[config.mk]
export PLATFORM = sky130hd
export DESIGN_NAME = imem_loader_flat
export DESIGN_NICKNAME = d
export VERILOG_FILES = /design/src/rtl/arm_isa_defs.sv /design/src/rtl/imem_loader_if.sv /design/src/rtl/instr_encode.sv /design/src/rtl/imem_loader.sv /design/src/flat_wrapper.sv
export SDC_FILE = /design/constraint.sdc
export NUM_CORES = 1
export LEC_CHECK = 0
export ABC_AREA = 1
export CAP_MARGIN = 20
export CORE_MARGIN = 3
export CORE_UTILIZATION = 30
export DETAILED_ROUTE_END_ITERATION = 7
export GPL_ROUTABILITY_DRIVEN = 0
export GPL_TIMING_DRIVEN = 0
export PLACE_DENSITY = 0.6
export SYNTH_ARGS = -nofsm -noshare
export SYNTH_HDL_FRONTEND = slang
export SYNTH_SLANG_ARGS = --single-unit
[constraint.sdc]
create_clock -name clk -period 1.9 [get_ports clk]
set_input_delay 0.19 -clock clk [delete_from_list [all_inputs] [get_ports clk]]
set_output_delay 0.19 -clock clk [all_outputs]
set_load 0.02 [all_outputs]
[src/rtl/arm_isa_defs.sv]
// Shared ARM subset constants, loader FSM encoding and descriptor payload.
package arm_isa_defs;

  localparam logic [1:0] KIND_DP  = 2'b00;
  localparam logic [1:0] KIND_MEM = 2'b01;
  localparam logic [1:0] KIND_BR  = 2'b10;
  localparam logic [1:0] KIND_ILL = 2'b11;

  localparam logic [3:0] CMD_ADD = 4'b0100;
  localparam logic [3:0] CMD_SUB = 4'b0010;
  localparam logic [3:0] CMD_AND = 4'b0000;
  localparam logic [3:0] CMD_ORR = 4'b1100;

  localparam logic [1:0] OP_DP  = 2'b00;
  localparam logic [1:0] OP_MEM = 2'b01;
  localparam logic [1:0] OP_BR  = 2'b10;

  // I=0 (imm offset), P=1, U=1, B=0 (word), W=0
  localparam logic [4:0] MEM_FLAGS = 5'b01100;
  localparam logic [1:0] BR_FUNCT  = 2'b10;

  localparam logic [3:0] COND_AL = 4'b1110;

  typedef enum logic [1:0] {
    ST_ACCEPT = 2'd0,
    ST_WRITE  = 2'd1,
    ST_DONE   = 2'd2,
    ST_ERR    = 2'd3
  } state_t;

  typedef struct packed {
    logic [1:0]  kind;
    logic [3:0]  cond;
    logic [3:0]  cmd;
    logic        s;
    logic        imm;
    logic        load;
    logic [3:0]  rn;
    logic [3:0]  rd;
    logic [11:0] src2;
    logic [23:0] off24;
  } desc_t;

endpackage

[src/rtl/imem_loader_if.sv]
// Descriptor stream, instruction-memory write port and loader status.
interface imem_loader_if #(parameter int unsigned ADDR_W = 6);

  logic              in_valid;
  logic              in_ready;
  logic [1:0]        in_kind;
  logic [3:0]        in_cond;
  logic [3:0]        in_cmd;
  logic              in_s;
  logic              in_imm;
  logic              in_load;
  logic [3:0]        in_rn;
  logic [3:0]        in_rd;
  logic [11:0]       in_src2;
  logic [23:0]       in_off24;
  logic              in_last;

  logic              mem_we;
  logic [ADDR_W-1:0] mem_addr;
  logic [31:0]       mem_wdata;
  logic              cpu_reset;
  logic              done;
  logic              error;
  logic [ADDR_W:0]   count;

  modport master (
    output in_valid, in_kind, in_cond, in_cmd, in_s, in_imm, in_load,
           in_rn, in_rd, in_src2, in_off24, in_last,
    input  in_ready, mem_we, mem_addr, mem_wdata, cpu_reset, done, error, count
  );

  modport slave (
    input  in_valid, in_kind, in_cond, in_cmd, in_s, in_imm, in_load,
           in_rn, in_rd, in_src2, in_off24, in_last,
    output in_ready, mem_we, mem_addr, mem_wdata, cpu_reset, done, error, count
  );

endinterface

[src/rtl/instr_encode.sv]
// Combinational encoder from a descriptor to an ARM machine word of the supported subset.
module instr_encode
  import arm_isa_defs::*;
(
  input  desc_t       desc,
  output logic [31:0] word,
  output logic        illegal
);

  always_comb begin
    word    = '0;
    illegal = 1'b0;
    case (desc.kind)
      KIND_DP: begin
        word    = {desc.cond, OP_DP, desc.imm, desc.cmd, desc.s,
                   desc.rn, desc.rd, desc.src2};
        illegal = !(desc.cmd inside {CMD_ADD, CMD_SUB, CMD_AND, CMD_ORR});
      end
      KIND_MEM: begin
        word = {desc.cond, OP_MEM, MEM_FLAGS, desc.load,
                desc.rn, desc.rd, desc.src2};
      end
      KIND_BR: begin
        word = {desc.cond, OP_BR, BR_FUNCT, desc.off24};
      end
      default: begin
        illegal = 1'b1;
      end
    endcase
  end

endmodule

[src/rtl/imem_loader.sv]
// Streams encoded instructions into instruction memory, holding the CPU in reset until the last one lands.
module imem_loader
  import arm_isa_defs::*;
#(
  parameter int unsigned ADDR_W = 6
) (
  input  logic         clk,
  input  logic         reset,
  imem_loader_if.slave bus
);

  localparam int unsigned CNT_W = ADDR_W + 1;
  localparam int unsigned DEPTH = 1 << ADDR_W;

  state_t            state;
  logic              ready_q;
  logic              we_q;
  logic [ADDR_W-1:0] addr_q;
  logic [31:0]       wdata_q;
  logic              cpu_reset_q;
  logic              done_q;
  logic              error_q;
  logic [CNT_W-1:0]  count_q;
  logic              last_q;

  desc_t             desc;
  logic [31:0]       enc_word;
  logic              enc_illegal;
  logic              full;

  always_comb begin
    desc       = '0;
    desc.kind  = bus.in_kind;
    desc.cond  = bus.in_cond;
    desc.cmd   = bus.in_cmd;
    desc.s     = bus.in_s;
    desc.imm   = bus.in_imm;
    desc.load  = bus.in_load;
    desc.rn    = bus.in_rn;
    desc.rd    = bus.in_rd;
    desc.src2  = bus.in_src2;
    desc.off24 = bus.in_off24;
  end

  instr_encode u_encode (
    .desc    (desc),
    .word    (enc_word),
    .illegal (enc_illegal)
  );

  // Memory full means every address was written without a last descriptor.
  assign full = (count_q == CNT_W'(DEPTH));

  always_ff @(posedge clk) begin
    if (!reset) begin
      state       <= ST_ACCEPT;
      ready_q     <= 1'b1;
      we_q        <= 1'b0;
      addr_q      <= '0;
      wdata_q     <= '0;
      cpu_reset_q <= 1'b1;
      done_q      <= 1'b0;
      error_q     <= 1'b0;
      count_q     <= '0;
      last_q      <= 1'b0;
    end else begin
      we_q <= 1'b0;
      case (state)
        ST_ACCEPT: begin
          if (bus.in_valid && ready_q) begin
            ready_q <= 1'b0;
            if (enc_illegal || full) begin
              state   <= ST_ERR;
              error_q <= 1'b1;
            end else begin
              state   <= ST_WRITE;
              we_q    <= 1'b1;
              addr_q  <= count_q[ADDR_W-1:0];
              wdata_q <= enc_word;
              last_q  <= bus.in_last;
            end
          end
        end
        ST_WRITE: begin
          count_q <= count_q + CNT_W'(1);
          if (last_q) begin
            state       <= ST_DONE;
            done_q      <= 1'b1;
            cpu_reset_q <= 1'b0;
          end else begin
            state   <= ST_ACCEPT;
            ready_q <= 1'b1;
          end
        end
        ST_DONE: state <= ST_DONE;
        ST_ERR:  state <= ST_ERR;
        default: state <= ST_ERR;
      endcase
    end
  end

  assign bus.in_ready  = ready_q;
  assign bus.mem_we    = we_q;
  assign bus.mem_addr  = addr_q;
  assign bus.mem_wdata = wdata_q;
  assign bus.cpu_reset = cpu_reset_q;
  assign bus.done      = done_q;
  assign bus.error     = error_q;
  assign bus.count     = count_q;

endmodule

[src/flat_wrapper.sv]
// flat-port wrapper written by rule: the top's interface ports become plain ports
module imem_loader_flat import arm_isa_defs::*;
#(
  parameter int unsigned ADDR_W = 6
)
  (clk, reset, bus_in_valid, bus_in_kind, bus_in_cond, bus_in_cmd, bus_in_s, bus_in_imm, bus_in_load, bus_in_rn, bus_in_rd, bus_in_src2, bus_in_off24, bus_in_last, bus_in_ready, bus_mem_we, bus_mem_addr, bus_mem_wdata, bus_cpu_reset, bus_done, bus_error, bus_count);
  imem_loader_if #(.ADDR_W(ADDR_W)) bus_i ();
  input  logic clk;
  input  logic reset;
  input wire logic [$bits(bus_i.in_valid)-1:0] bus_in_valid;
  input wire logic [$bits(bus_i.in_kind)-1:0] bus_in_kind;
  input wire logic [$bits(bus_i.in_cond)-1:0] bus_in_cond;
  input wire logic [$bits(bus_i.in_cmd)-1:0] bus_in_cmd;
  input wire logic [$bits(bus_i.in_s)-1:0] bus_in_s;
  input wire logic [$bits(bus_i.in_imm)-1:0] bus_in_imm;
  input wire logic [$bits(bus_i.in_load)-1:0] bus_in_load;
  input wire logic [$bits(bus_i.in_rn)-1:0] bus_in_rn;
  input wire logic [$bits(bus_i.in_rd)-1:0] bus_in_rd;
  input wire logic [$bits(bus_i.in_src2)-1:0] bus_in_src2;
  input wire logic [$bits(bus_i.in_off24)-1:0] bus_in_off24;
  input wire logic [$bits(bus_i.in_last)-1:0] bus_in_last;
  output wire logic [$bits(bus_i.in_ready)-1:0] bus_in_ready;
  output wire logic [$bits(bus_i.mem_we)-1:0] bus_mem_we;
  output wire logic [$bits(bus_i.mem_addr)-1:0] bus_mem_addr;
  output wire logic [$bits(bus_i.mem_wdata)-1:0] bus_mem_wdata;
  output wire logic [$bits(bus_i.cpu_reset)-1:0] bus_cpu_reset;
  output wire logic [$bits(bus_i.done)-1:0] bus_done;
  output wire logic [$bits(bus_i.error)-1:0] bus_error;
  output wire logic [$bits(bus_i.count)-1:0] bus_count;
  assign bus_i.in_valid = bus_in_valid;
  assign bus_i.in_kind = bus_in_kind;
  assign bus_i.in_cond = bus_in_cond;
  assign bus_i.in_cmd = bus_in_cmd;
  assign bus_i.in_s = bus_in_s;
  assign bus_i.in_imm = bus_in_imm;
  assign bus_i.in_load = bus_in_load;
  assign bus_i.in_rn = bus_in_rn;
  assign bus_i.in_rd = bus_in_rd;
  assign bus_i.in_src2 = bus_in_src2;
  assign bus_i.in_off24 = bus_in_off24;
  assign bus_i.in_last = bus_in_last;
  assign bus_in_ready = bus_i.in_ready;
  assign bus_mem_we = bus_i.mem_we;
  assign bus_mem_addr = bus_i.mem_addr;
  assign bus_mem_wdata = bus_i.mem_wdata;
  assign bus_cpu_reset = bus_i.cpu_reset;
  assign bus_done = bus_i.done;
  assign bus_error = bus_i.error;
  assign bus_count = bus_i.count;
  imem_loader #(.ADDR_W(ADDR_W)) u_core (.clk(clk), .reset(reset), .bus(bus_i));
endmodule
[After elaboration in Yosys (flattened, before gate mapping)]
Cells that the tools add are included.
Word-level totals
  register bits: 53
Cells by class
  $add $sub $neg: 1
  eq/ne operators: 11
  multiplexer cells: 10
  bitwise logic cells: 1
  reduce and logical (&&, ||, !) cells: 14
Operators with widths (count)
  one-hot mux 32 bit (3 select lines): 1
  AND reduction 3 bit: 4
  one-hot mux 2 bit (4 select lines): 1
  adder 7 x 1 -> 7 bit, second input constant: 1
  == test 7 bit, second input constant: 1
  == test 2 bit, second input constant: 3
  two-way mux 2 bit: 3
  == test 2 x 1 -> 1 bit, second input constant: 2
  == test 4 x 2 -> 1 bit, second input constant: 1
  == test 4 x 3 -> 1 bit, second input constant: 1
  == test 4 bit, second input constant: 1
  zero test 2 bit: 2
  zero test 4 bit: 1
  one-hot mux 1 bit (2 select lines): 2
  nonzero test 4 bit: 1
  two-way mux 1 bit: 3
  != test 2 x 1 -> 1 bit, second input constant: 1
  != test 2 bit, second input constant: 1
  AND reduction 2 bit: 1
  nonzero test 2 bit: 1
  OR reduction 2 bit: 1
  logical AND 1 bit: 1
  zero test 1 bit: 1
  logical OR 1 bit: 1
  inverter 1 bit: 1

[Logic depth before layout (Yosys ltp)]
  depth in word-level cells: 8
  gate-level depth with buffers: 12
  depth with buffers taken out: 10

[Hierarchy]
A second synthesis with hierarchy kept.
Second synthesis, totals
  cells, all modules: 603
  area total of the unflattened synthesis: 3498.4 µm²
Modules (own cells, without submodules)
  imem_loader: times used 1, cells each 420, area each 2680.1 µm²
  instr_encode: times used 1, cells each 183, area each 818.3 µm²

[Worst setup path before layout]
OpenSTA, ideal clock, no wires.
  kind: reg-to-reg
  from: register u_core.count_q[0] (netlist: u_core.bus.count[0])
  to: register u_core.addr_q[5] (netlist: u_core.bus.mem_addr[5])
  library setup time: 113 ps
  data arrival time: 1466 ps
  required time: 1787 ps
  slack: 321 ps
  stages on the path, launching flop included: 10
  path buffers: 1
  clock period less this slack: 1579 ps
  cell sequence: dfxtp_1 -> inv_1 -> ha_1 -> nand2_1 -> inv_1 -> nand3_1 -> nand3_4 -> clkbuf_1 -> nand3_1 -> nand2_1
Between the ends
  cells in the longest elaborated chain, start to end: 4
RTL lines
  start: declaration: RTL line imem_loader.sv:23  | logic [CNT_W-1:0] count_q;
  start signal: assignment: RTL line imem_loader.sv:85  | count_q <= count_q + CNT_W'(1);
  == test 7 bit: RTL line imem_loader.sv:52  | assign full = (count_q == CNT_W'(DEPTH));
  logical OR 1 bit: RTL line imem_loader.sv:72  | if (enc_illegal || full) begin
  inverter 1 bit (no source line)
  AND reduction 3 bit (no source line)
  end signal: assignment: RTL line imem_loader.sv:78  | addr_q <= count_q[ADDR_W-1:0];
  end: declaration: RTL line imem_loader.sv:18  | logic [ADDR_W-1:0] addr_q;
Every way passes these cells.
A chain may end at the register's enable or synchronous reset.

[Worst setup path in the final report]
  from: register u_core.count_q[0] (netlist: u_core.bus.count[0])
  to: register u_core.wdata_q[21] (netlist: u_core.bus.mem_wdata[21])
Between the ends
  cells in the longest elaborated chain, start to end: 4
RTL lines
  == test 7 bit: RTL line imem_loader.sv:52
  logical OR 1 bit: RTL line imem_loader.sv:72
  inverter 1 bit (no source line)
  AND reduction 3 bit (no source line)
  end signal: assignment: RTL line imem_loader.sv:79  | wdata_q <= enc_word;
  end: declaration: RTL line imem_loader.sv:19  | logic [31:0] wdata_q;
Every way passes these cells.

==> impl_metrics.env <==
export IMPL_status="complete, no violations"
export IMPL_power_density_nw_per_um2=721.9
export IMPL_yosysSeqAreaShare=0.3813
export IMPL_netlist_top_cells_area="dfxtp_1 38%, nand2_1 24%, nand3_1 7.4%, inv_1 6.9%, ha_1 5.8%"
export IMPL_numPortBuffers=110
export IMPL_grt_first_pass_wirelength_um=13330
export IMPL_hold_viol=0
export IMPL_hold_start="bus_in_last"
export IMPL_worstSetupStartpointType="flop"
export IMPL_cp_required_ps=2100
export IMPL_clock_latency_ps=300
export IMPL_whs_path_depth=3
export IMPL_row_count=34
export IMPL_vias_per_cell=4.543
export IMPL_rsz0062_at_grt="no"
export IMPL_dp_slack_ps=-504.5
export IMPL_dieArea_um2=10470
export IMPL_drt_iter0_drc=101
export IMPL_syn_to_final_growth_pct=48.11
export IMPL_cp_data_arrival_time_ps=1850
export IMPL_core_area_um2=8848
export IMPL_relSlewSlack=0.6683
export IMPL_dpl_instance_area_um2=4019
export IMPL_synth_seq_cells=53
export IMPL_min_period_ps=1655
export IMPL_drive_above_1_share=0.04364
export IMPL_drcViolationCount=0
export IMPL_syn_num_nets=506
export IMPL_die_w_um=102.3
export IMPL_fillCellCount=920
export IMPL_end_kind="flop"
export IMPL_final_cells=658
export IMPL_cts_root_buf="clkbuf_8"
export IMPL_multi_input_area_um2=1418
export IMPL_worst_pin_slew_ps=497.6
export IMPL_postCtsHoldBufs=0
export IMPL_ff_latch_area_um2=1061
export IMPL_ys_types=24
export IMPL_cts_tree="yes"
export IMPL_reg2reg_from="u_core.bus.count[0]"
export IMPL_internal_power_mw=1.951
export IMPL_synthFlopType="dfxtp_1"
export IMPL_fin_crit_sh=0.8711
export IMPL_hp_class="in2reg"
export IMPL_crit_path_max_fanout=10
export IMPL_worst_r2r_endpoint="u_core.bus.mem_wdata[21]"
export IMPL_grt_antenna_before_repair=0
export IMPL_yosysWarningCount=0
export IMPL_cts_buffer_depth=2
export IMPL_placed_cells=650
export IMPL_setup_worst_path_start="u_core.bus.count[0]"
export IMPL_ff2ff_path_depth=9
export IMPL_fin_tns_setup_ps=0
export IMPL_wire_per_inst_um=12.41
export IMPL_ir_drop_uv=385.7
export IMPL_fin_nets=625
export IMPL_place_hpwl_um=6307
export IMPL_ys_top_cells_by_count="177 x nand2_1, 53 x dfxtp_1, 51 x inv_1"
export IMPL_sequentialPowerShare=0.439
export IMPL_min_to="u_core.last_q"
export IMPL_crit_type="reg2reg"
export IMPL_vias=2989
export IMPL_grt_max_degree=15
export IMPL_synth_most_common_cell="nand2_1"
export IMPL_timing_final_max_slew_violations=0
export IMPL_synth_largest_area_cell="dfxtp_1"
export IMPL_netlist_instances=432
export IMPL_grt_total_usage=0.1599
export IMPL_synth_top_cell_area_share=0.3813
export IMPL_pwr_share_comb=0.360
export IMPL_async_flop_share=0
export IMPL_worst_slack_ps=244.9
export IMPL_power_leakage_nw=2.065
export IMPL_drtPass1Iterations=4
export IMPL_antenna_left=0
export IMPL_skew_ps=5.142
export IMPL_p_clk_frac=0.201
export IMPL_clock_sinks=53
export IMPL_n_antenna_cell=0
export IMPL_finalInstanceArea_um2=4121
export IMPL_syn_area_um2=2783
export IMPL_netSwitchingFraction=0.3443
export IMPL_htreeDepth=2
export IMPL_ios=111
export IMPL_clkTransAtPathRegs_ps=90
export IMPL_wl_um=8163
export IMPL_initial_utilization=0.3145
export IMPL_synth_edf_count=0
export IMPL_grt_ovfl_total=0
export IMPL_timing_hold_ws_ps=426.9
export IMPL_rrSetupSlack_ps=240
export IMPL_power_switching_mw=1.024
export IMPL_avgSynthCellArea_um2=6.441
export IMPL_die_h_um=102.3
export IMPL_setup_viol=0
export IMPL_numCtsBuffers=5
export IMPL_max_freq_mhz=604.2
export IMPL_cap_violations=0
export IMPL_grt_pass1_vias=2776
## cell families after synthesis
logic type | Yosys count | share of synthesized area
buffers and inverters | 74 | 0.1102
DFF | 53 | 0.3813
and+or+nand+nor | 251 | 0.3723
adders and majority gates | 13 | 0.05845
AOI/OAI and AO/OA | 41 | 0.07779
## cell type report
| cell class | count | area share |
|---|---|---|
| Tap cell | 108 | 0.03279 |
| Clock inverter | 1 | 0.001214 |
| Sequential cell | 53 | 0.2574 |
| Buffer | 22 | 0.02854 |
| Timing Repair Buffer | 112 | 0.2720 |
| Multi-Input combinational cell | 305 | 0.3440 |
| Clock buffer | 5 | 0.01670 |
| Inverter | 52 | 0.04736 |
## flip-flops by register name (all words and copies together) (netlist names)
| signal | flops |
|---|---|
| u_core.bus.in_ready | 1 |
| u_core.bus.mem_wdata | 32 |
| u_core.bus.error | 1 |
| u_core.state | 2 |
| u_core.bus.mem_addr | 6 |
| u_core.bus.done | 1 |
| u_core.bus.cpu_reset | 1 |
| u_core.bus.mem_we | 1 |
| u_core.bus.count | 7 |
| u_core.last_q | 1 |
## critical path: stages, from the launching register on
cell	delay, ps
dfxtp_1	420
inv_1	80
ha_1	200
nand2_1	60
inv_1	30
nand3_1	160
nand3_4	180
clkbuf_2	240
nand3_1	100
nand2_1	70
## metal layers
| metal | global-route usage | vias to the layer above | wire (µm) |
|---|---|---|---|
| met2 | 0.2704 | 88 | 3756 |
| met3 | 0.03072 | 7 | 574 |
| met4 | 0.02725 | 0 | 68 |
| met5 | 0 | - | 0 |
| met1 | 0.2154 | 1330 | 3762 |
| li1 | - | 1564 | - |
## cells in the final DEF (no fill, tap or decap), types with 3 or more instances in the layout
| cell | instances |
|---|---|
| inv_2 | 3 |
| clkbuf_8 | 5 |
| clkdlybuf4s50_1 | 108 |
| buf_1 | 5 |
| o21ai_0 | 24 |
| dfxtp_1 | 53 |
| nand2_1 | 177 |
| a21oi_1 | 12 |
| clkbuf_1 | 8 |
| buf_6 | 3 |
| clkbuf_2 | 3 |
| nand3_1 | 41 |
| buf_4 | 3 |
| ha_1 | 13 |
| inv_1 | 49 |
| nor2_1 | 25 |
## power by group through the flow
stage	logic, mW	registers, mW	clock network (mW)
floorplan	0.517	1.43	0
global placement	1.05	1.33	0
detailed placement	1.07	1.33	0
CTS	1.08	1.31	0.629
global route	1.22	1.32	0.670
finish	1.07	1.31	0.598
## timing repair
action	in CTS	in global routing
resized for setup	3	7
buffers inserted	2	0
endpoints found under the setup margin	31	41
pin swaps	1	0
gates cloned	0	0
## worst max-delay path by stage
stage | end | slack (ps)
global placement | u_core.bus.mem_wdata[17] | -490
finish | u_core.bus.mem_wdata[21] | 240
CTS | u_core.bus.mem_wdata[21] | 3
detailed placement | u_core.bus.mem_wdata[22] | -500
floorplan | u_core.bus.mem_addr[5] | 320
global route | u_core.bus.mem_wdata[26] | 40
## per-stage QoR
step | util | power (mW)
after detailed placement | 0.4542 | 2.401
after global routing | 0.4658 | 3.208
after floorplan | - | 1.943
after global placement | 0.4542 | 2.378
final | 0.4658 | 2.975
after CTS | 0.4645 | 3.020
Note: power is estimated with default switching activity, not from simulation.
